$ cat config.mk
export PLATFORM = sky130hd
export DESIGN_NAME = uart_tx_fifo_top
export DESIGN_NICKNAME = d
export VERILOG_FILES = /design/src/rtl/uart_tx_pkg.sv /design/src/rtl/uart_tx_word_fifo.sv /design/src/rtl/uart_tx_fifo_top.sv
export SDC_FILE = /design/constraint.sdc
export NUM_CORES = 1
export LEC_CHECK = 0
export CAP_MARGIN = 40
export CORE_MARGIN = 1
export CORE_UTILIZATION = 40
export CTS_BUF_LIST = sky130_fd_sc_hd__clkbuf_8 sky130_fd_sc_hd__clkbuf_16
export DETAILED_ROUTE_END_ITERATION = 6
export DONT_BUFFER_PORTS = 1
export PLACE_DENSITY_LB_ADDON = 0.12
export SLEW_MARGIN = 10
export SYNTH_ARGS = -nofsm -noshare
export SYNTH_HDL_FRONTEND = slang
export SYNTH_SLANG_ARGS = --single-unit
$ cat constraint.sdc
create_clock -name clk -period 2.2 [get_ports clk]
set_clock_uncertainty 0.15 [all_clocks]
set_input_delay 0.55 -clock clk [delete_from_list [all_inputs] [get_ports clk]]
set_output_delay 0.55 -clock clk [all_outputs]
set_load 0.02 [all_outputs]
$ cat src/rtl/uart_tx_pkg.sv
// Shared types and line-level constants for the FIFO-fed UART transmitter.
// Latency: n/a (types and constants only).
// Backpressure: n/a.
package uart_tx_pkg;

  typedef enum logic [2:0] {
    IDLE   = 3'd0,
    START  = 3'd1,
    DATA   = 3'd2,
    PARITY = 3'd3,
    STOP1  = 3'd4,
    STOP2  = 3'd5
  } tx_state_e;

  localparam logic START_BIT = 1'b0;
  localparam logic STOP_BIT  = 1'b1;
  localparam logic PAR_EVEN  = 1'b0;
  localparam logic PAR_ODD   = 1'b1;

endpackage

$ cat src/rtl/uart_tx_word_fifo.sv
// Small word FIFO in front of the UART framer; head word readable combinationally.
// Latency: a word pushed at edge N is poppable from edge N+1 (no bypass).
// Backpressure: push ignored while full, even if a pop happens in the same cycle.
// Ports: push/wdata write side, pop/rdata read side, full/empty/count status.
module uart_tx_word_fifo #(
  parameter int WIDTH = 8,
  parameter int DEPTH = 4
) (
  input  logic                     clk,
  input  logic                     rst,
  input  logic                     push,
  input  logic                     pop,
  input  logic [WIDTH-1:0]         wdata,
  output logic [WIDTH-1:0]         rdata,
  output logic                     full,
  output logic                     empty,
  output logic [$clog2(DEPTH):0]   count
);

  localparam int PW = $clog2(DEPTH);
  localparam int CW = PW + 1;

  logic [WIDTH-1:0] mem [DEPTH];
  logic [PW-1:0]    wr_ptr;
  logic [PW-1:0]    rd_ptr;
  logic             do_push;
  logic             do_pop;

  assign full    = (count == CW'(DEPTH));
  assign empty   = (count == '0);
  assign do_push = push && !full;
  assign do_pop  = pop && !empty;
  assign rdata   = mem[rd_ptr];

  // Storage carries no reset; only pointers and count define validity.
  always_ff @(posedge clk) begin
    if (do_push) mem[wr_ptr] <= wdata;
  end

  // Pointers wrap naturally because DEPTH is a power of two.
  always_ff @(posedge clk or posedge rst) begin
    if (rst) begin
      wr_ptr <= '0;
      rd_ptr <= '0;
      count  <= '0;
    end else begin
      if (do_push) wr_ptr <= wr_ptr + PW'(1);
      if (do_pop)  rd_ptr <= rd_ptr + PW'(1);
      case ({do_push, do_pop})
        2'b10:   count <= count + CW'(1);
        2'b01:   count <= count - CW'(1);
        default: count <= count;
      endcase
    end
  end

endmodule

$ cat src/rtl/uart_tx_fifo_top.sv
// UART transmitter fed by a word FIFO; width, parity and stop bits configurable.
// Latency: word accepted at E0 is popped at E1 (tick high) with start bit visible after E1.
// Backpressure: in_ready = !full; frames run back-to-back while the FIFO holds data.
// Ports: clk/rst, tx_tick baud strobe, in_data/in_valid/in_ready push side,
//        par_en/par_typ/stop2 frame config, tx_out line, busy/frame_done/fifo_count status.
module uart_tx_fifo_top
  import uart_tx_pkg::*;
#(
  parameter int DATA_WIDTH = 8,
  parameter int FIFO_DEPTH = 4
) (
  input  logic                          clk,
  input  logic                          rst,
  input  logic                          tx_tick,
  input  logic [DATA_WIDTH-1:0]         in_data,
  input  logic                          in_valid,
  output logic                          in_ready,
  input  logic                          par_en,
  input  logic                          par_typ,
  input  logic                          stop2,
  output logic                          tx_out,
  output logic                          busy,
  output logic                          frame_done,
  output logic [$clog2(FIFO_DEPTH):0]   fifo_count
);

  localparam int CNT_W = $clog2(DATA_WIDTH);

  tx_state_e             state;
  logic [CNT_W-1:0]      bit_cnt;
  logic [DATA_WIDTH-1:0] shreg;
  logic                  par_acc;
  logic                  par_en_q;
  logic                  par_typ_q;
  logic                  stop2_q;

  logic                  fifo_full;
  logic                  fifo_empty;
  logic [DATA_WIDTH-1:0] fifo_rdata;
  logic                  frame_end;
  logic                  pop;

  assign in_ready = !fifo_full;

  // Last stop state is ending on this tick.
  assign frame_end = tx_tick && ((state == STOP1 && !stop2_q) || state == STOP2);
  // Pop from idle or straight out of the final stop bit, so frames chain with no gap.
  assign pop = tx_tick && !fifo_empty && (state == IDLE || frame_end);

  uart_tx_word_fifo #(
    .WIDTH (DATA_WIDTH),
    .DEPTH (FIFO_DEPTH)
  ) u_fifo (
    .clk   (clk),
    .rst   (rst),
    .push  (in_valid),
    .pop   (pop),
    .wdata (in_data),
    .rdata (fifo_rdata),
    .full  (fifo_full),
    .empty (fifo_empty),
    .count (fifo_count)
  );

  // Parity accumulates as each data bit is put on the line; the odd/even
  // selection is applied when the parity bit is emitted.
  always_ff @(posedge clk or posedge rst) begin
    if (rst) begin
      state      <= IDLE;
      bit_cnt    <= '0;
      shreg      <= '0;
      par_acc    <= 1'b0;
      par_en_q   <= 1'b0;
      par_typ_q  <= PAR_EVEN;
      stop2_q    <= 1'b0;
      tx_out     <= STOP_BIT;
      busy       <= 1'b0;
      frame_done <= 1'b0;
    end else begin
      frame_done <= frame_end;
      if (pop) begin
        state     <= START;
        busy      <= 1'b1;
        tx_out    <= START_BIT;
        shreg     <= fifo_rdata;
        par_acc   <= 1'b0;
        par_en_q  <= par_en;
        par_typ_q <= par_typ;
        stop2_q   <= stop2;
      end else if (tx_tick) begin
        case (state)
          IDLE: begin
            tx_out <= STOP_BIT;
          end
          START: begin
            state   <= DATA;
            bit_cnt <= '0;
            tx_out  <= shreg[0];
            par_acc <= par_acc ^ shreg[0];
            shreg   <= {1'b0, shreg[DATA_WIDTH-1:1]};
          end
          DATA: begin
            if (bit_cnt == CNT_W'(DATA_WIDTH - 1)) begin
              if (par_en_q) begin
                state  <= PARITY;
                tx_out <= par_acc ^ par_typ_q;
              end else begin
                state  <= STOP1;
                tx_out <= STOP_BIT;
              end
            end else begin
              bit_cnt <= bit_cnt + CNT_W'(1);
              tx_out  <= shreg[0];
              par_acc <= par_acc ^ shreg[0];
              shreg   <= {1'b0, shreg[DATA_WIDTH-1:1]};
            end
          end
          PARITY: begin
            state  <= STOP1;
            tx_out <= STOP_BIT;
          end
          STOP1: begin
            tx_out <= STOP_BIT;
            if (stop2_q) begin
              state <= STOP2;
            end else begin
              state <= IDLE;
              busy  <= 1'b0;
            end
          end
          default: begin
            state  <= IDLE;
            busy   <= 1'b0;
            tx_out <= STOP_BIT;
          end
        endcase
      end
    end
  end

endmodule

==> out/results.tsv <==
stage	metric	value	unit
sta	hold_viol	0	
sta	final-max-slew-violation-count	0	
synth	yosysSeqAreaShare	61.3	%
critical_path	ff2ff_path_depth	9	
final_layout	drive_gt1_share	26.8	%
sta	maxSlewHeadroom	68.4	%
placement	place.gp.congestion	0.741	
synth	synthesis.nets	211	
final_layout	antenna_cells	0	
critical_path	r2r-start	state[2]	
synth	synth-edff-count	32	
final_layout	stdcell_count	286	
critical_path	worstSetupPathDepth	9	
synth	synthArstFlopShare	46.7	%
sta	finalSetupViolCount	0	
critical_path	crit_slowest_cell	dfrtp_2	
critical_path	crit_required	2.30	ns
sta	max_clock_freq	0.483	GHz
critical_path	r2r-end	u_fifo.count[2]	
placement	hpwl	3.26	mm
global_routing	antenna_found_initial	0	
floorplanning	start_util	42.0	%
route	first_pass_iters	7	
final_layout	area_growth	11.9	%
synth	synth_cell_types	42	
critical_path	end_kind	flip-flop	
route	wire_per_inst	16.7	µm
route	remaining_drc_errors	2	
run	drv_cap	0	
placement	io_buffer_count	0	
critical_path	critical_path.max_fanout	5	
outcome	violations	design-rule violations	
cts	clk_pin_slew	0.07	ns
critical_path	startpoint	state[2]	
critical_path	critical_path.endpoint	u_fifo.count[2]	
floorplanning	placementRows	29	
synth	synth-seq-cells	60	
floorplanning	dieArea	7110	µm²
synth	yosysWarnings	0	
route	vias_per_cell	5.26	
global_routing	grt_overflow	0	
cts	cts_sinks	60	
global_routing	grtUsageTotal	15.2	%
critical_path	crit_type	reg -> reg	
critical_path	crit_path_start_kind	flip-flop	
power	ir_worst_vdd	0.000442	V
cts	htree_levels	3	
critical_path	worstPathArrival	2.17	ns
synth	synth.avg_cell_area	14.4	µm²
final_layout	finalNetCount	227	
power	p_leak	0.00120	µW
sta	period_share	94.0	%
global_routing	grt_max_degree	29	
sta	tightest_slew	0.474	ns
hold_path	hold_path.class	in -> async	
floorplanning	core_area	6460	µm²
route	ant_nets	0	
route	num_vias	1503	
critical_path	r2r_setup_slack	0.13	ns
synth	synth_common_cells	32 x edfxtp_1, 27 x dfrtp_1, 22 x nand2_1	
route	wirelength	4.77	mm
cts	cts.path.max_buffers	2	
cts	cts_root_buf	clkbuf_8	
power	p_total	4260	µW
synth	synth_ff_type	edfxtp_1	
critical_path	max_stage_delay	0.45	ns
sta	rsz0062_at_grt	no	
synth	synth_most_common_cell	edfxtp_1	
sta	period_minus_slack	2.07	ns
synth	netlist_instances	188	
floorplanning	fp.dieW	84.3	µm
floorplanning	ios	22	
power	power.density	1400	nW/µm²
global_routing	grt_pass1_wl	7.95	mm
critical_path	critPathBufInv	2	
synth	yosys.area.top_type_share	35.4	%
placement	dp.cells	269	
synth	syn-cell-area	2710	µm²
synth	netlist.top_cell.by_area	edfxtp_1	
global_routing	first_global_vias	1637	
critical_path	critPathTopFamily	flip-flops	
cts	tritoncts	yes	
route	drt-initial-drc-count	81	
floorplanning	die_y	84.3	µm
critical_path	cp_cell_sequence	nand3b_1 -> o2111ai_4 -> inv_6 -> ha_4 -> inv_1 -> fa_2 -> xor2_1 -> nor2_1 -> xor2_1	
critical_path	cpMostUsedCell	xor2_1	
outcome	status	complete, but fails checks	
cts	cts_buffers	9	
cts	clkLatencyLatePin	0.33	ns
synth	synthTopCellsByArea	edfxtp_1 35%, dfrtp_1 25%, mux4_2 4.2%	
[kinds of logic after synthesis]
| family | synth area share, % |
|---|---|
| adder cells (fa/ha/maj) | 3.97 |
| multiplexers | 8.58 |
| buffers and inverters | 4.57 |
| XOR/XNOR | 2.58 |
| flip-flops | 61.3 |
| AO/OA/AOI/OAI | 8.35 |
| AND/OR/NAND/NOR | 10.6 |
[how the worst min path moves through the flow]
stage	cells after the start	to	slack (ns)
2_1_floorplan	1	par_acc	0.32
3_3_place_gp	2	par_typ_q	0.33
3_5_place_dp	2	par_typ_q	0.34
4_1_cts	2	u_fifo.wr_ptr[0]	0.01
5_1_grt	2	u_fifo.wr_ptr[0]	0.03
6_report	2	u_fifo.wr_ptr[0]	0.01
[placed cells by master, fill, tap and decap left out, types with 5 or more instances in the layout]
cell type | synthesis | final
edfxtp_1 | 32 | 32
a221o_1 | 7 | 7
o21ai_0 | 8 | 8
xnor2_1 | 6 | 6
nand2_1 | 22 | 22
mux4_2 | 5 | 5
dfrtp_1 | 27 | 25
inv_1 | 11 | 8
clkbuf_8 | 1 | 9
ha_1 | 7 | 6
buf_4 | 3 | 13
[per-stage QoR]
step,area (µm²),worst slack [ns],setup TNS (ns),util [%],hold slack [ns]
2_1_floorplan,2730,-0.0380,-0.0380,-,0.316
3_3_place_gp,2850,0.162,0,44.1,0.333
3_5_place_dp,2850,0.0293,0,44.1,0.343
4_1_cts,3020,0.00925,0,46.8,0.0115
5_1_grt,3030,0.0132,0,47.0,0.0256
6_report,3030,0.132,0,47.0,0.0145
[metal layers]
metal / GRT usage (%) / share of wire, % / wire length [µm] / vias up
met1: 16.2 / 42 / 2020 / 739
li1: - / - / - / 719
met3: 5.21 / 4.7 / 223 / 11
met4: 7.40 / 2.1 / 99 / 0
met5: 0 / 0 / 0 / -
met2: 26.9 / 51 / 2430 / 34
[state kept, by name, indices dropped and copies added, names as in the netlist]
signal	flops
u_fifo.count	3
frame_done	1
par_en_q	1
par_typ_q	1
busy	1
shreg	8
state	3
par_acc	1
u_fifo.mem	32
bit_cnt	3
tx_out	1
u_fifo.rd_ptr	2
stop2_q	1
u_fifo.wr_ptr	2
[where the power goes]
part	total (µW)	switching (µW)	internal (µW)
Clock	865	452	413
Sequential	1820	251	1570
Combinational	1570	821	750
[worst register-to-register path: stages (launching register included)]
cell and delay, ns:
dfrtp_2 0.45, nand3b_1 0.15, o2111ai_4 0.17, inv_6 0.09, ha_4 0.12, inv_1 0.05
fa_2 0.33, xor2_1 0.16, nor2_1 0.12, xor2_1 0.19
[what timing repair did]
item	4_1_cts	5_1_grt
buffers inserted	0	1
hold buffers	0	0
gates resized for setup	0	5
setup endpoints to repair	0	1
[area by class of cell]
cell class / instances / area [µm²]
Timing Repair Buffer: 13 / 97.6
Fill cell: 568 / 3430
Clock buffer: 9 / 124
Clock inverter: 7 / 52.6
Multi-Input combinational cell: 108 / 947
Sequential cell: 60 / 1670
Tap cell: 77 / 96.3
Inverter: 12 / 50.0
Power figures use the tool's default switching activity.
